[src/rtl/score_digits_render_pkg.sv]
// Shared constants for the score digit renderer: cell geometry, segment
// indices, segment bounding spans and the conversion request FSM states.
package score_digits_pkg;

  localparam int unsigned NUM_DIGITS = 5;
  localparam int unsigned CELL_W     = 16;
  localparam int unsigned CELL_H     = 24;
  localparam int unsigned PITCH      = 20;
  localparam int unsigned T          = 3;

  // Bit positions inside a 7-bit segment mask
  localparam int unsigned SEG_A = 0;
  localparam int unsigned SEG_B = 1;
  localparam int unsigned SEG_C = 2;
  localparam int unsigned SEG_D = 3;
  localparam int unsigned SEG_E = 4;
  localparam int unsigned SEG_F = 5;
  localparam int unsigned SEG_G = 6;

  // Column spans (local x) for left bar, horizontal bars and right bar
  localparam int unsigned COL_L_LO = 0;
  localparam int unsigned COL_L_HI = T - 1;
  localparam int unsigned COL_M_LO = T;
  localparam int unsigned COL_M_HI = CELL_W - T - 1;
  localparam int unsigned COL_R_LO = CELL_W - T;
  localparam int unsigned COL_R_HI = CELL_W - 1;

  // Row spans (local y) for top bar, upper verticals, middle bar,
  // lower verticals and bottom bar
  localparam int unsigned ROW_T_LO = 0;
  localparam int unsigned ROW_T_HI = T - 1;
  localparam int unsigned ROW_U_LO = T;
  localparam int unsigned ROW_U_HI = CELL_H / 2 - 2;
  localparam int unsigned ROW_M_LO = CELL_H / 2 - 1;
  localparam int unsigned ROW_M_HI = CELL_H / 2;
  localparam int unsigned ROW_L_LO = CELL_H / 2 + 1;
  localparam int unsigned ROW_L_HI = CELL_H - T - 1;
  localparam int unsigned ROW_B_LO = CELL_H - T;
  localparam int unsigned ROW_B_HI = CELL_H - 1;

  typedef enum logic [1:0] {
    ST_IDLE,
    ST_LOAD,
    ST_SETTLE,
    ST_WAIT
  } req_state_t;

  // Inclusive range test done as one unsigned subtract so a value below lo
  // wraps high and fails, avoiding constant-folded compares against zero.
  function automatic logic in_span(input logic [9:0] v,
                                   input logic [9:0] lo,
                                   input logic [9:0] hi);
    return (10'(v - lo) <= 10'(hi - lo));
  endfunction

endpackage

[src/rtl/score_digits_render_if.sv]
// Pixel timing, converter handshake and pixel output bundle for the score
// digit renderer. master = renderer side, slave = raster/converter side.
interface score_digits_render_if;
  logic [9:0] hcount;
  logic [9:0] vcount;
  logic       active;
  logic [3:0] dig_5;
  logic [3:0] dig_4;
  logic [3:0] dig_3;
  logic [3:0] dig_2;
  logic [3:0] dig_1;
  logic       ready;
  logic       load;
  logic [5:0] rgb;

  modport master (
    input  hcount, vcount, active,
    input  dig_5, dig_4, dig_3, dig_2, dig_1, ready,
    output load, rgb
  );

  modport slave (
    output hcount, vcount, active,
    output dig_5, dig_4, dig_3, dig_2, dig_1, ready,
    input  load, rgb
  );
endinterface

[src/rtl/score_digits_render_seg7_decode.sv]
// BCD to seven-segment mask decoder, purely combinational. Mask bit order
// follows SEG_A (bit 0) .. SEG_G (bit 6). Values 10-15 light nothing.
module seg7_decode
  import score_digits_pkg::*;
(
  input  logic [3:0] i_bcd,
  output logic [6:0] o_seg
);

  // Standard glyph table, bits are {g,f,e,d,c,b,a}
  always_comb begin
    o_seg = '0;
    case (i_bcd)
      4'd0: o_seg = 7'h3F;
      4'd1: o_seg = 7'h06;
      4'd2: o_seg = 7'h5B;
      4'd3: o_seg = 7'h4F;
      4'd4: o_seg = 7'h66;
      4'd5: o_seg = 7'h6D;
      4'd6: o_seg = 7'h7D;
      4'd7: o_seg = 7'h07;
      4'd8: o_seg = 7'h7F;
      4'd9: o_seg = 7'h6F;
      default: o_seg = '0;
    endcase
  end

endmodule

[src/rtl/score_digits_render.sv]
// Five-digit seven-segment score overlay on the 6-bit VGA raster.
// Requests one BCD conversion per frame at the start of vertical blanking,
// captures the result into shadow registers, and renders from the shadow
// copy through a 2-stage pixel pipeline.
// Optional: define LEADING_ZERO_BLANK_EN to blank leading zero digits
// (the least significant digit is always drawn).
module score_digits_render
  import score_digits_pkg::*;
#(
  parameter logic [9:0] X0     = 10'd8,
  parameter logic [9:0] Y0     = 10'd8,
  parameter logic [9:0] V_TRIG = 10'd480,
  parameter logic [5:0] FG     = 6'b111111,
  parameter logic [5:0] BG     = 6'b000000
) (
  input  logic                        clk,
  input  logic                        reset,
  score_digits_render_if.master       bus
);

  // ---------------------------------------------------------------------
  // Conversion request FSM and shadow registers
  // ---------------------------------------------------------------------
  req_state_t       r_state;
  req_state_t       w_state_nxt;
  logic             w_load_nxt;
  logic             w_capture;
  logic             w_trig;
  logic             r_load;
  logic [4:0][3:0]  r_shadow;   // [0] = s5 (cell 0) .. [4] = s1 (cell 4)

  assign w_trig = (bus.hcount == 10'd0) && (bus.vcount == V_TRIG) && bus.ready;

  // Next-state, load request and capture strobe
  always_comb begin
    w_state_nxt = r_state;
    w_load_nxt  = 1'b0;
    w_capture   = 1'b0;
    case (r_state)
      ST_IDLE: begin
        if (w_trig) begin
          w_state_nxt = ST_LOAD;
          w_load_nxt  = 1'b1;
        end
      end
      ST_LOAD:   w_state_nxt = ST_SETTLE;
      ST_SETTLE: w_state_nxt = ST_WAIT;
      ST_WAIT: begin
        if (bus.ready) begin
          w_capture   = 1'b1;
          w_state_nxt = ST_IDLE;
        end
      end
      default: w_state_nxt = ST_IDLE;
    endcase
  end

  // State register; load is registered so it is high exactly while in LOAD
  always_ff @(posedge clk) begin
    if (reset) begin
      r_state <= ST_IDLE;
      r_load  <= 1'b0;
    end else begin
      r_state <= w_state_nxt;
      r_load  <= w_load_nxt;
    end
  end

  // Shadow digits change only when the converter reports done in WAIT
  always_ff @(posedge clk) begin
    if (reset) begin
      r_shadow <= '0;
    end else if (w_capture) begin
      r_shadow <= {bus.dig_1, bus.dig_2, bus.dig_3, bus.dig_4, bus.dig_5};
    end
  end

  assign bus.load = r_load;

  // ---------------------------------------------------------------------
  // Stage 1: locate pixel within the digit row
  // ---------------------------------------------------------------------
  logic [9:0] w_dx;
  logic [9:0] w_dy;
  logic       w_x_ok;
  logic       w_y_ok;
  logic       w_hit_cell;
  logic [2:0] w_cell;
  logic [9:0] w_lx;

  logic       r_act;
  logic       r_in_cell;
  logic [2:0] r_cell;
  logic [9:0] r_lx;
  logic [9:0] r_ly;

  assign w_dx   = bus.hcount - X0;
  assign w_dy   = bus.vcount - Y0;
  assign w_x_ok = (bus.hcount >= X0);
  assign w_y_ok = (bus.vcount >= Y0) && (w_dy < 10'(CELL_H));

  // Cell search by offset compare; the 4 gap columns of each pitch match no cell
  always_comb begin
    w_hit_cell = 1'b0;
    w_cell     = '0;
    w_lx       = '0;
    for (int unsigned k = 0; k < NUM_DIGITS; k++) begin
      if (10'(w_dx - 10'(PITCH * k)) < 10'(CELL_W)) begin
        w_hit_cell = 1'b1;
        w_cell     = 3'(k);
        w_lx       = 10'(w_dx - 10'(PITCH * k));
      end
    end
  end

  // Stage 1 pipeline registers
  always_ff @(posedge clk) begin
    if (reset) begin
      r_act     <= 1'b0;
      r_in_cell <= 1'b0;
      r_cell    <= '0;
      r_lx      <= '0;
      r_ly      <= '0;
    end else begin
      r_act     <= bus.active;
      r_in_cell <= w_x_ok && w_y_ok && w_hit_cell;
      r_cell    <= w_cell;
      r_lx      <= w_lx;
      r_ly      <= w_dy;
    end
  end

  // ---------------------------------------------------------------------
  // Stage 2: digit select, segment hit, colour mux
  // ---------------------------------------------------------------------
  logic [3:0] w_digit;
  logic       w_blank;
  logic [6:0] w_seg;
  logic [6:0] w_seg_in;
  logic       w_hit;
`ifdef LEADING_ZERO_BLANK_EN
  logic       w_lead;
`endif

  // Pick the shadow digit for this cell and decide leading-zero blanking
  always_comb begin
    w_digit = '0;
    w_blank = 1'b0;
    for (int unsigned k = 0; k < NUM_DIGITS; k++) begin
      if (r_cell == 3'(k)) w_digit = r_shadow[k];
    end
`ifdef LEADING_ZERO_BLANK_EN
    // w_lead accumulates "this digit and all more-significant ones are 0"
    w_lead = 1'b1;
    for (int unsigned k = 0; k < NUM_DIGITS - 1; k++) begin
      w_lead = w_lead & (r_shadow[k] == 4'd0);
      if (r_cell == 3'(k)) w_blank = w_lead;
    end
`endif
  end

  seg7_decode u_seg7_decode (
    .i_bcd (w_digit),
    .o_seg (w_seg)
  );

  // Which segment rectangles contain the local pixel
  always_comb begin
    w_seg_in        = '0;
    w_seg_in[SEG_A] = in_span(r_lx, 10'(COL_M_LO), 10'(COL_M_HI)) &&
                      in_span(r_ly, 10'(ROW_T_LO), 10'(ROW_T_HI));
    w_seg_in[SEG_B] = in_span(r_lx, 10'(COL_R_LO), 10'(COL_R_HI)) &&
                      in_span(r_ly, 10'(ROW_U_LO), 10'(ROW_U_HI));
    w_seg_in[SEG_C] = in_span(r_lx, 10'(COL_R_LO), 10'(COL_R_HI)) &&
                      in_span(r_ly, 10'(ROW_L_LO), 10'(ROW_L_HI));
    w_seg_in[SEG_D] = in_span(r_lx, 10'(COL_M_LO), 10'(COL_M_HI)) &&
                      in_span(r_ly, 10'(ROW_B_LO), 10'(ROW_B_HI));
    w_seg_in[SEG_E] = in_span(r_lx, 10'(COL_L_LO), 10'(COL_L_HI)) &&
                      in_span(r_ly, 10'(ROW_L_LO), 10'(ROW_L_HI));
    w_seg_in[SEG_F] = in_span(r_lx, 10'(COL_L_LO), 10'(COL_L_HI)) &&
                      in_span(r_ly, 10'(ROW_U_LO), 10'(ROW_U_HI));
    w_seg_in[SEG_G] = in_span(r_lx, 10'(COL_M_LO), 10'(COL_M_HI)) &&
                      in_span(r_ly, 10'(ROW_M_LO), 10'(ROW_M_HI));
  end

  assign w_hit = r_in_cell && !w_blank && (|(w_seg & w_seg_in));

  logic [5:0] r_rgb;

  // Stage 2 colour register: black outside the active area
  always_ff @(posedge clk) begin
    if (reset) begin
      r_rgb <= '0;
    end else if (!r_act) begin
      r_rgb <= '0;
    end else begin
      r_rgb <= w_hit ? FG : BG;
    end
  end

  assign bus.rgb = r_rgb;

endmodule

[src/flat_wrapper.sv]
// flat-port wrapper written by rule: the top's interface ports become plain ports
module score_digits_render_flat import score_digits_pkg::*;
#(
  parameter logic [9:0] X0     = 10'd8,
  parameter logic [9:0] Y0     = 10'd8,
  parameter logic [9:0] V_TRIG = 10'd480,
  parameter logic [5:0] FG     = 6'b111111,
  parameter logic [5:0] BG     = 6'b000000
)
  (clk, reset, bus_hcount, bus_vcount, bus_active, bus_dig_5, bus_dig_4, bus_dig_3, bus_dig_2, bus_dig_1, bus_ready, bus_load, bus_rgb);
  score_digits_render_if bus_i ();
  input  logic clk;
  input  logic reset;
  input wire logic [$bits(bus_i.hcount)-1:0] bus_hcount;
  input wire logic [$bits(bus_i.vcount)-1:0] bus_vcount;
  input wire logic [$bits(bus_i.active)-1:0] bus_active;
  input wire logic [$bits(bus_i.dig_5)-1:0] bus_dig_5;
  input wire logic [$bits(bus_i.dig_4)-1:0] bus_dig_4;
  input wire logic [$bits(bus_i.dig_3)-1:0] bus_dig_3;
  input wire logic [$bits(bus_i.dig_2)-1:0] bus_dig_2;
  input wire logic [$bits(bus_i.dig_1)-1:0] bus_dig_1;
  input wire logic [$bits(bus_i.ready)-1:0] bus_ready;
  output wire logic [$bits(bus_i.load)-1:0] bus_load;
  output wire logic [$bits(bus_i.rgb)-1:0] bus_rgb;
  assign bus_i.hcount = bus_hcount;
  assign bus_i.vcount = bus_vcount;
  assign bus_i.active = bus_active;
  assign bus_i.dig_5 = bus_dig_5;
  assign bus_i.dig_4 = bus_dig_4;
  assign bus_i.dig_3 = bus_dig_3;
  assign bus_i.dig_2 = bus_dig_2;
  assign bus_i.dig_1 = bus_dig_1;
  assign bus_i.ready = bus_ready;
  assign bus_load = bus_i.load;
  assign bus_rgb = bus_i.rgb;
  score_digits_render #(.X0(X0), .Y0(Y0), .V_TRIG(V_TRIG), .FG(FG), .BG(BG)) u_core (.clk(clk), .reset(reset), .bus(bus_i));
endmodule
[config.mk]
export PLATFORM = sky130hd
export DESIGN_NAME = score_digits_render_flat
export DESIGN_NICKNAME = d
export VERILOG_FILES = /design/src/rtl/score_digits_render_pkg.sv /design/src/rtl/score_digits_render_if.sv /design/src/rtl/score_digits_render_seg7_decode.sv /design/src/rtl/score_digits_render.sv /design/src/flat_wrapper.sv
export SDC_FILE = /design/constraint.sdc
export NUM_CORES = 1
export LEC_CHECK = 0
export CAP_MARGIN = 20
export CORE_MARGIN = 2
export CORE_UTILIZATION = 45
export CTS_CLUSTER_DIAMETER = 100
export DETAILED_ROUTE_END_ITERATION = 8
export PLACE_DENSITY = 0.77
export SLEW_MARGIN = 20
export SYNTH_ARGS = -nofsm -noshare
export SYNTH_HDL_FRONTEND = slang
export SYNTH_SLANG_ARGS = --single-unit
[constraint.sdc]
create_clock -name clk -period 9.2 [get_ports clk]
set_input_delay 1.38 -clock clk [delete_from_list [all_inputs] [get_ports clk]]
set_output_delay 1.38 -clock clk [all_outputs]
set_load 0.01 [all_outputs]
==> results.json, run 1 <==
{
  "status": "complete, no violations",
  "p_sw_share_pct": 30.5,
  "p_clk_share_pct": 28.4,
  "start_kind": "input port",
  "maxCapViolCount": 0,
  "wl_microns": 8330,
  "ys.flop_type": "dfxtp_1",
  "clock_latency_ns": 0.31,
  "core_sq_um": 7770,
  "ys_warn_count": 0,
  "post-cts-setup-buffers": 0,
  "die_h_microns": 93.8,
  "dp_hpwl_microns": 6430,
  "finalMaxSlewViolations": 0,
  "finalCriticalPeriod_ns": 4.76,
  "gp_congestion": 0.861,
  "grt_util_met3_pct": 3.37,
  "power_density_nw_per_um2": 111,
  "post-route-period-util_pct": 51.8,
  "num_antenna_cells": 0,
  "rows": 32,
  "rsz0062_at_grt": "false",
  "muxShareOfSynthArea_pct": 3.03,
  "n_fill_cell": 760,
  "setup_viol": 0,
  "reg2reg_slack_ns": 6.57,
  "async_reset_ff_share_pct": 0,
  "p_sw_w": 0.000142,
  "avgViaCountPerCell": 5.48,
  "antenna_found_initial": 0,
  "synth_top_family_by_area": "simple AND/OR/NAND/NOR gates",
  "cts_made_buffers": 5,
  "combinationalPowerShare_pct": 22.9,
  "p_int_w": 0.000324,
  "drive_gt1_share_pct": 5.00,
  "htreeDepth": 2,
  "cts_tree": "yes",
  "grt_pass1_vias": 3110,
  "irDropWorstVdd_mv": 0.0679,
  "synth_cells": 468,
  "synthSimpleGateAreaFrac_pct": 27.0,
  "min_path_type": "reg2reg",
  "p_seq_share_pct": 48.7,
  "overflow": 0,
  "start_util_pct": 46.7,
  "met1_usage_pct": 25.8,
  "clockBufferDepth": 2,
  "ant_nets": 0,
  "placed_area_sq_um": 4130,
  "worst-endpoint-required_ns": 9.41,
  "grt_busiest_layer": "met2",
  "hold_ws_ns": 0.459,
  "synthXorXnorAreaFrac_pct": 5.28,
  "p_total_w": 0.000467,
  "grt_start_max_net_pins": 43,
  "fmax_mhz": 210,
  "postSynthAreaPerCell_sq_um": 7.75,
  "clk_pin_slew_ns": 0.09,
  "gr-usage-met2_pct": 31.6,
  "drtIter0Drc": 230,
  "cts-hold-fix-buffers": 0,
  "detail_route.drc_violations": 0,
  "vias": 3298,
  "worstMarginPinSlew_ns": 0.800,
  "synth_fa_ha_area_share_pct": 10.3,
  "die_area_sq_um": 8800,
  "synth_cell_type_count": 70,
  "cts-root-buf": "clkbuf_8",
  "fin_skew_ns": 0.0114,
  "port_buffers": 50,
  "cp_max_fo": 12,
  "clkSinkCount": 49,
  "synth-seq-cells": 49,
  "synth_compound_area_share_pct": 20.2,
  "area_delta_synth_final_pct": 16.4,
  "synth_edf_count": 0,
  "crit_type": "in2reg",
  "fin_tns_setup_ns": 0,
  "ys_seq_area_share_pct": 27.0,
  "max_slew_margin_pct": 46.7,
  "crit_arrival_ns": 4.97,
  "drtPass1Iterations": 5,
  "post_cts_resized": 0,
  "wire_per_inst_microns": 13.8,
  "final_cell_area_sq_um": 4220,
  "grt_first_pass_wirelength_microns": 13900,
  "io_pins": 51,
  "register_area_sq_um": 981,
  "die_w_microns": 93.8,
  "endpoint_kind": "flip-flop",
  "worst_slack_ns": 4.44,
  "multi_input_area_sq_um": 2410,
  "preCtsSetupSlack_ns": 4.13,
  "grt_use_total_pct": 19.2,
  "hold_viol": 0,
  "fin_nets": 573,
  "power.leakage_nw": 1.57,
  "syn_area_sq_um": 3630
}
## metal layers
layer  part of all wire [%]  vias up
li1                       -     1702
met1                     47     1502
met2                     48       83
met3                    3.8       11
met4                    1.5        0
met5                      0        -
## cell type report
cell class,count,share of cell area [%]
tap,102,3.02
timing repair buffer,51,12.0
clock buffer,5,1.63
sequential,49,23.2
inverter,28,2.49
clock inverter,3,0.622
multi-input combinational,364,57.0
## flip-flops by register name (all words and copies together), names as in the netlist
signal and flops:
u_core.bus.load 1, u_core.bus.rgb 1, u_core.r_act 1, u_core.r_cell 3, u_core.r_in_cell 1, u_core.r_lx 10
u_core.r_ly 10, u_core.r_shadow 20, u_core.r_state 2
## worst max-delay path: stages
cell             delay [ns]
clkdlybuf4s50_1        0.73
inv_1                  0.24
ha_1                   0.37
xor2_1                 0.36
ha_1                   0.29
inv_1                  0.09
a211o_1                0.27
a2111o_1               0.42
a32oi_2                0.28
a21boi_2               0.14
a21oi_2                0.18
nor4b_4                0.22
## per-stage QoR
stage                     utilization [%]  cells
after global placement               53.1    594
final                                54.4    602
after global routing                 54.4    602
after detailed placement             53.1    594
after CTS                            54.4    602
after floorplan                         -    471
## path summary, 6_finish.rpt
check / start / endpoint / cells past startpoint
setup / recovery: bus_hcount[3] / u_core.r_in_cell / 12
hold / removal: u_core.r_shadow[1] / u_core.r_shadow[1] / 2
setup reg to reg: u_core.r_cell[0] / u_core.bus.rgb[4] / 8
hold reg to reg: u_core.r_shadow[1] / u_core.r_shadow[1] / 2
## cells in the final DEF (no fill, tap or decap), types with 4 or more instances in the layout
cell type	Yosys	routed
and2_1	4	4
clkbuf_8	0	5
a31oi_1	9	9
and3_1	5	5
mux2i_1	11	11
nor3b_1	4	4
xnor2_1	11	11
a21oi_1	43	43
nor4_1	7	7
nor3_1	16	16
o22ai_1	6	6
dfxtp_1	49	49
o211ai_1	5	5
clkdlybuf4s50_1	0	50
nand3b_1	9	9
xor2_1	9	9
o21a_1	5	5
nand2b_1	6	6
o21ai_0	16	16
nor2_1	32	32
inv_1	27	27
conb_1	1	4
nand2_1	59	59
ha_1	30	30
nand3_1	11	11
nor2b_1	7	7
## power by group through the flow
stage               Sequential [W]  Clock [W]  Combinational (W)
floorplan                 0.000228          0          0.0000729
global placement          0.000232          0           0.000103
detailed placement        0.000232          0           0.000106
CTS                       0.000227   0.000135           0.000107
global route              0.000228   0.000143           0.000120
finish                    0.000227   0.000133           0.000107
## cell usage after synthesis, drive strengths merged (5+ instances only)
cell type / instances / share of area, %
dfxtp: 49 / 27
nand2b: 6 / 1.0
and2: 5 / 0.90
inv: 28 / 2.9
nor2b: 7 / 1.2
a31oi: 9 / 1.6
and3: 5 / 0.86
clkbuf: 20 / 2.1
o21a: 5 / 1.0
nor2: 33 / 3.6
mux2i: 11 / 3.0
nor3: 16 / 2.2
xnor2: 12 / 3.1
ha: 30 / 10
o21ai: 17 / 2.3
a21oi: 44 / 6.2
o22ai: 6 / 1.0
nand2: 59 / 6.1
o211ai: 5 / 1.0
xor2: 9 / 2.2
nor4: 7 / 1.2
buf: 10 / 2.0
nand3b: 9 / 1.9
nand3: 11 / 1.5
## cell families after synthesis
| logic type | Yosys count |
|---|---|
| buffers and inverters | 58 |
| muxes | 11 |
| xor gates and xnor gates | 21 |
| other | 1 |
| AOI/OAI and AO/OA | 114 |
| and+or+nand+nor | 184 |
| adders and majority gates | 30 |
| DFF | 49 |
Power figures use the tool's default switching activity.
==> inputs of run 2 (changes only) <==
==> constraint.sdc (replaced) <==
create_clock -name clk -period 4.8 [get_ports clk]
set_input_delay 0.72 -clock clk [delete_from_list [all_inputs] [get_ports clk]]
set_output_delay 0.72 -clock clk [all_outputs]
set_load 0.01 [all_outputs]
==> run 2 against run 1 <==
First-iteration DRC count up 3.9%. Die area unchanged. Sequential power up 92%. Critical path depth unchanged. Final area about the same. Utilization about the same. Combinational power up 93%. Flip-flop and latch count unchanged. Register-to-register slack worse by 4.5 ns. Hold slack better by 0.0020 ns. Critical path type unchanged. Largest power group unchanged.
==> results.json, run 2 (same netlist as run 1, synthesis figures left out) <==
{
  "endpoint_kind": "flip-flop",
  "post-route-period-util_pct": 79.5,
  "worstMarginPinSlew_ns": 0.777,
  "port_buffers": 50,
  "whs_path_depth": 2,
  "rows": 32,
  "area_delta_synth_final_pct": 16.3,
  "min_path_type": "reg2reg",
  "p_int_w": 0.000621,
  "start_kind": "input port",
  "setup_viol": 0,
  "wl_met3_microns": 334,
  "power.leakage_nw": 1.57,
  "grt_pass1_vias": 3150,
  "cts_tree": "yes",
  "io_pins": 51,
  "vias": 3357,
  "core_sq_um": 7770,
  "drtPass1Iterations": 4,
  "hold_viol": 0,
  "cts-root-buf": "clkbuf_8",
  "start_util_pct": 46.7,
  "cts_made_buffers": 5,
  "finalMaxSlewViolations": 0,
  "num_antenna_cells": 0,
  "clockBufferDepth": 2,
  "fin_skew_ns": 0.0109,
  "wl_microns": 8300,
  "p_seq_share_pct": 49.4,
  "p_clk_share_pct": 27.3,
  "rsz0062_at_grt": "false",
  "final_cell_mix": "nand2_1 (59), clkdlybuf4s50_1 (50), dfxtp_1 (49)",
  "clock_latency_ns": 0.30,
  "crit_type": "in2reg",
  "worstPathCellList": "clkdlybuf4s50_1 -> inv_1 -> ha_1 -> xor2_1 -> ha_1 -> inv_1 -> a211o_1 -> a2111o_1 -> a32oi_2 -> a21boi_2 -> a21oi_2 -> nor4b_4",
  "cts-hold-fix-buffers": 0,
  "fmax_mhz": 262,
  "die_h_microns": 93.8,
  "fin_tns_setup_ns": 0,
  "preCtsSetupSlack_ns": 0.748,
  "die_w_microns": 93.8,
  "avgViaCountPerCell": 5.57,
  "top_register": "u_core.r_shadow",
  "routedLengthMet1_microns": 3960,
  "worst-endpoint-required_ns": 5.01,
  "overflow": 0,
  "drive_gt1_share_pct": 4.99,
  "clk_pin_slew_ns": 0.09,
  "p_sw_share_pct": 29.6,
  "fin_nets": 574,
  "dp_hpwl_microns": 6310,
  "rr_worst_depth": 8,
  "final_common_cell": "nand2_1",
  "highest_layer": "met4",
  "grt_start_max_net_pins": 43,
  "post_cts_resized": 0,
  "htreeDepth": 2,
  "grt_use_total_pct": 19.6,
  "crit_arrival_ns": 4.03,
  "worst_slack_ns": 0.985,
  "post-cts-setup-buffers": 0,
  "largest_register_ffs": 20,
  "detail_route.drc_violations": 0,
  "grt_first_pass_wirelength_microns": 14300,
  "irDropWorstVdd_mv": 0.138,
  "hold_ws_ns": 0.461,
  "ant_nets": 0,
  "antenna_found_initial": 0,
  "drtIter0Drc": 239,
  "p_sw_w": 0.000261,
  "crit_path_top_delay_cell": "clkdlybuf4s50_1",
  "combinationalPowerShare_pct": 23.4,
  "gp_congestion": 0.905,
  "top_regs": "u_core.r_shadow: 20 flops, u_core.r_lx: 10 flops, u_core.r_ly: 10 flops",
  "maxCapViolCount": 0,
  "max_stage_delay_ns": 0.62,
  "max_slew_margin_pct": 48.2,
  "clkSinkCount": 49,
  "power_density_nw_per_um2": 209,
  "wire_per_inst_microns": 13.8,
  "status": "complete, no violations",
  "cp_max_fo": 10,
  "route.met2.wl_microns": 3830,
  "finalCriticalPeriod_ns": 3.82,
  "die_area_sq_um": 8800
}
[run 2: layer usage]
metal  up-vias  GRT usage [%]
met3        14           2.65
met5         -              0
met1      1548           26.6
li1       1703              -
met4         0           7.00
met2        92           31.7
[run 2: final timing paths]
kind                       from                  to  slack [ns]
min reg2reg  u_core.r_shadow[2]  u_core.r_shadow[2]        0.46
min          u_core.r_shadow[2]  u_core.r_shadow[2]        0.46
max               bus_hcount[4]    u_core.r_in_cell        0.98
max reg2reg    u_core.r_cell[0]   u_core.bus.rgb[4]        2.11
[run 2: critical path, delay by kind of cell]
family,cells,cell delay [ns]
simple gates,1,0.20
fa+ha+maj,2,0.59
buf+inv,3,0.83
compound gates,5,1.30
xor+xnor,1,0.39
[run 2: final cells by class]
type | instances | area [sq um]
sequential | 49 | 981
tap | 102 | 128
clock inverter | 2 | 13.8
timing repair buffer | 52 | 515
clock buffer | 6 | 72.6
fill | 742 | 3550
inverter | 28 | 105
multi-input combinational | 364 | 2410
[run 2: through the flow]
| step | utilization (%) | cells | power, W | cell area, sq um |
|---|---|---|---|---|
| 2_1_floorplan | - | 471 | 0.000577 | 3640 |
| 3_3_place_gp | 53.2 | 595 | 0.000643 | 4140 |
| 3_5_place_dp | 53.2 | 595 | 0.000649 | 4140 |
| 4_1_cts | 54.3 | 603 | 0.000886 | 4220 |
| 5_1_grt | 54.3 | 603 | 0.000930 | 4220 |
| 6_report | 54.3 | 603 | 0.000882 | 4220 |
[run 2: power groups by stage]
stage               Combinational [W]  Clock, W  Sequential (W)
floorplan                    0.000140         0        0.000437
global placement             0.000199         0        0.000444
detailed placement           0.000204         0        0.000445
CTS                          0.000205  0.000245        0.000435
global route                 0.000231  0.000261        0.000438
finish                       0.000206  0.000240        0.000436
==> inputs of run 3 (changes only) <==
==> constraint.sdc (replaced) <==
create_clock -name clk -period 3.75 [get_ports clk]
set_input_delay 0.5625 -clock clk [delete_from_list [all_inputs] [get_ports clk]]
set_output_delay 0.5625 -clock clk [all_outputs]
set_load 0.01 [all_outputs]
==> run 3 against run 2 <==
Non-clock buffer count increased by 8. Hold slack improved by 0.00065 ns. Clock power increased by 39%. Clock skew increased by 0.0019 ns. Sequential share of layout area decreased by 0.39 points. First-iteration DRC count decreased by 29%. Via count increased by 0.18%. Setup slack got worse by 0.48 ns. Combinational power increased by 33%.
==> results.json, run 3 (same netlist as run 1, synthesis figures left out) <==
{
  "grt_first_pass_wirelength_microns": 13900,
  "ant_nets": 0,
  "crit_arrival_ns": 3.46,
  "setup_viol": 0,
  "placed_area_sq_um": 4200,
  "grt_start_max_net_pins": 42,
  "status": "complete, no violations",
  "cts_made_buffers": 5,
  "area_delta_synth_final_pct": 18.3,
  "crit_type": "in2reg",
  "start_kind": "input port",
  "max_stage_delay_ns": 0.74,
  "worstReg2RegEnd": "u_core.bus.rgb[4]",
  "finalCriticalPeriod_ns": 3.25,
  "maxCapViolCount": 0,
  "rows": 32,
  "max_slew_margin_pct": 47.2,
  "wl_met3_microns": 375,
  "cts-hold-fix-buffers": 0,
  "grt_use_total_pct": 19.1,
  "worstHoldEndpoint": "u_core.r_shadow[6]",
  "min_path_type": "reg2reg",
  "die_area_sq_um": 8800,
  "worst-endpoint-required_ns": 3.97,
  "post-route-period-util_pct": 86.6,
  "hold_ws_ns": 0.462,
  "rsz0062_at_grt": "false",
  "overflow": 0,
  "worstPathCellList": "clkdlybuf4s50_1 -> xor2_1 -> ha_1 -> nand2b_1 -> a211o_1 -> a2111o_1 -> a32oi_2 -> a21boi_2 -> a21oi_2 -> nor4b_4",
  "clock_latency_ns": 0.31,
  "crit_path_top_delay_cell": "clkdlybuf4s50_1",
  "top_register": "u_core.r_shadow",
  "rr_worst_depth": 8,
  "hold_start": "u_core.r_shadow[6]",
  "routedLengthMet1_microns": 3940,
  "highest_layer": "met4",
  "final_cell_area_sq_um": 4290,
  "final_common_cell": "nand2_1",
  "wl_microns": 8330,
  "irDropWorstVdd_mv": 0.168,
  "cts-root-buf": "clkbuf_8",
  "port_buffers": 50,
  "start_util_pct": 46.7,
  "clkSinkCount": 49,
  "r2r_start": "u_core.r_cell[0]",
  "reg2reg_slack_ns": 1.03,
  "post-cts-setup-buffers": 0,
  "die_w_microns": 93.8,
  "num_antenna_cells": 0,
  "drive_gt1_share_pct": 6.68,
  "power.leakage_nw": 1.62,
  "fin_tns_setup_ns": 0,
  "finalMaxSlewViolations": 0,
  "clk_pin_slew_ns": 0.11,
  "io_pins": 51,
  "final_cell_mix": "nand2_1 (59), clkdlybuf4s50_1 (50), dfxtp_1 (49)",
  "antenna_found_initial": 0,
  "largest_register_ffs": 20,
  "drtPass1Iterations": 5,
  "htreeDepth": 2,
  "power_density_nw_per_um2": 271,
  "fmax_mhz": 308,
  "detail_route.drc_violations": 0,
  "wire_per_inst_microns": 13.6,
  "core_sq_um": 7770,
  "whs_path_depth": 2,
  "cp_max_fo": 13,
  "dp_hpwl_microns": 6460,
  "gp_congestion": 0.961,
  "vias": 3363,
  "fin_skew_ns": 0.0129,
  "post_cts_resized": 0,
  "top_regs": "u_core.r_shadow: 20 flops, u_core.r_lx: 10 flops, u_core.r_ly: 10 flops",
  "avgViaCountPerCell": 5.50,
  "worstMarginPinSlew_ns": 0.792,
  "clockBufferDepth": 2,
  "drtIter0Drc": 169,
  "hold_viol": 0,
  "route.met2.wl_microns": 3880,
  "p_total_w": 0.00116,
  "cts_tree": "yes",
  "endpoint_kind": "flip-flop",
  "fin_nets": 582,
  "grt_pass1_vias": 3081,
  "die_h_microns": 93.8
}
[run 3: changes by cell type in the layout (fill, tap and decap cells not counted)]
cell | previous run | this run
clkbuf_1 | 1 | 0
clkinv_2 | 1 | 0
clkinv_4 | 0 | 1
buf_4 | 2 | 10
inv_8 | 0 | 1
[run 3: layout make-up]
class | instances | area (sq um)
fill | 749 | 3470
multi-input combinational | 364 | 2410
sequential | 49 | 981
timing repair buffer | 60 | 576
tap | 102 | 128
inverter | 28 | 105
clock buffer | 5 | 68.8
clock inverter | 3 | 28.8
[run 3: report_power, final]
part | internal (W) | switching, W | total, W
Combinational | 0.000130 | 0.000143 | 0.000273
Sequential | 0.000538 | 0.0000198 | 0.000557
Clock | 0.000140 | 0.000193 | 0.000333
Total | 0.000808 | 0.000356 | 0.00116
[run 3: worst max-delay path, delay by kind of cell]
kind / cells / cell delay (ns)
AO/OA/AOI/OAI: 5 / 1.35
XOR/XNOR: 1 / 0.31
adder cells (fa/ha/maj): 1 / 0.22
buffers and inverters: 1 / 0.74
AND/OR/NAND/NOR: 2 / 0.28
[run 3: how the worst max path moves through the flow]
stage / startpoint / slack (ns) / endpoint / cells past startpoint
after floorplan: bus_hcount[3] / 0.61 / u_core.r_in_cell / 12
after global placement: bus_hcount[3] / 0.30 / u_core.r_in_cell / 12
after detailed placement: bus_hcount[4] / 0.22 / u_core.r_in_cell / 12
after CTS: bus_hcount[4] / 0.53 / u_core.r_in_cell / 12
after global routing: bus_hcount[4] / 0.26 / u_core.r_in_cell / 12
final: bus_hcount[5] / 0.50 / u_core.r_in_cell / 10
[run 3: per-layer routing]
| metal | GRT usage (%) | vias up |
|---|---|---|
| met1 | 25.9 | 1544 |
| met2 | 31.8 | 84 |
| met3 | 2.49 | 14 |
| met5 | 0 | - |
| li1 | - | 1721 |
| met4 | 5.68 | 0 |
[run 3: through the flow]
stage | instances | setup WS (ns) | util, %
floorplan | 471 | 0.613 | -
global placement | 603 | 0.304 | 54.0
detailed placement | 603 | 0.224 | 54.0
CTS | 611 | 0.529 | 55.3
global route | 611 | 0.256 | 55.3
finish | 611 | 0.504 | 55.3
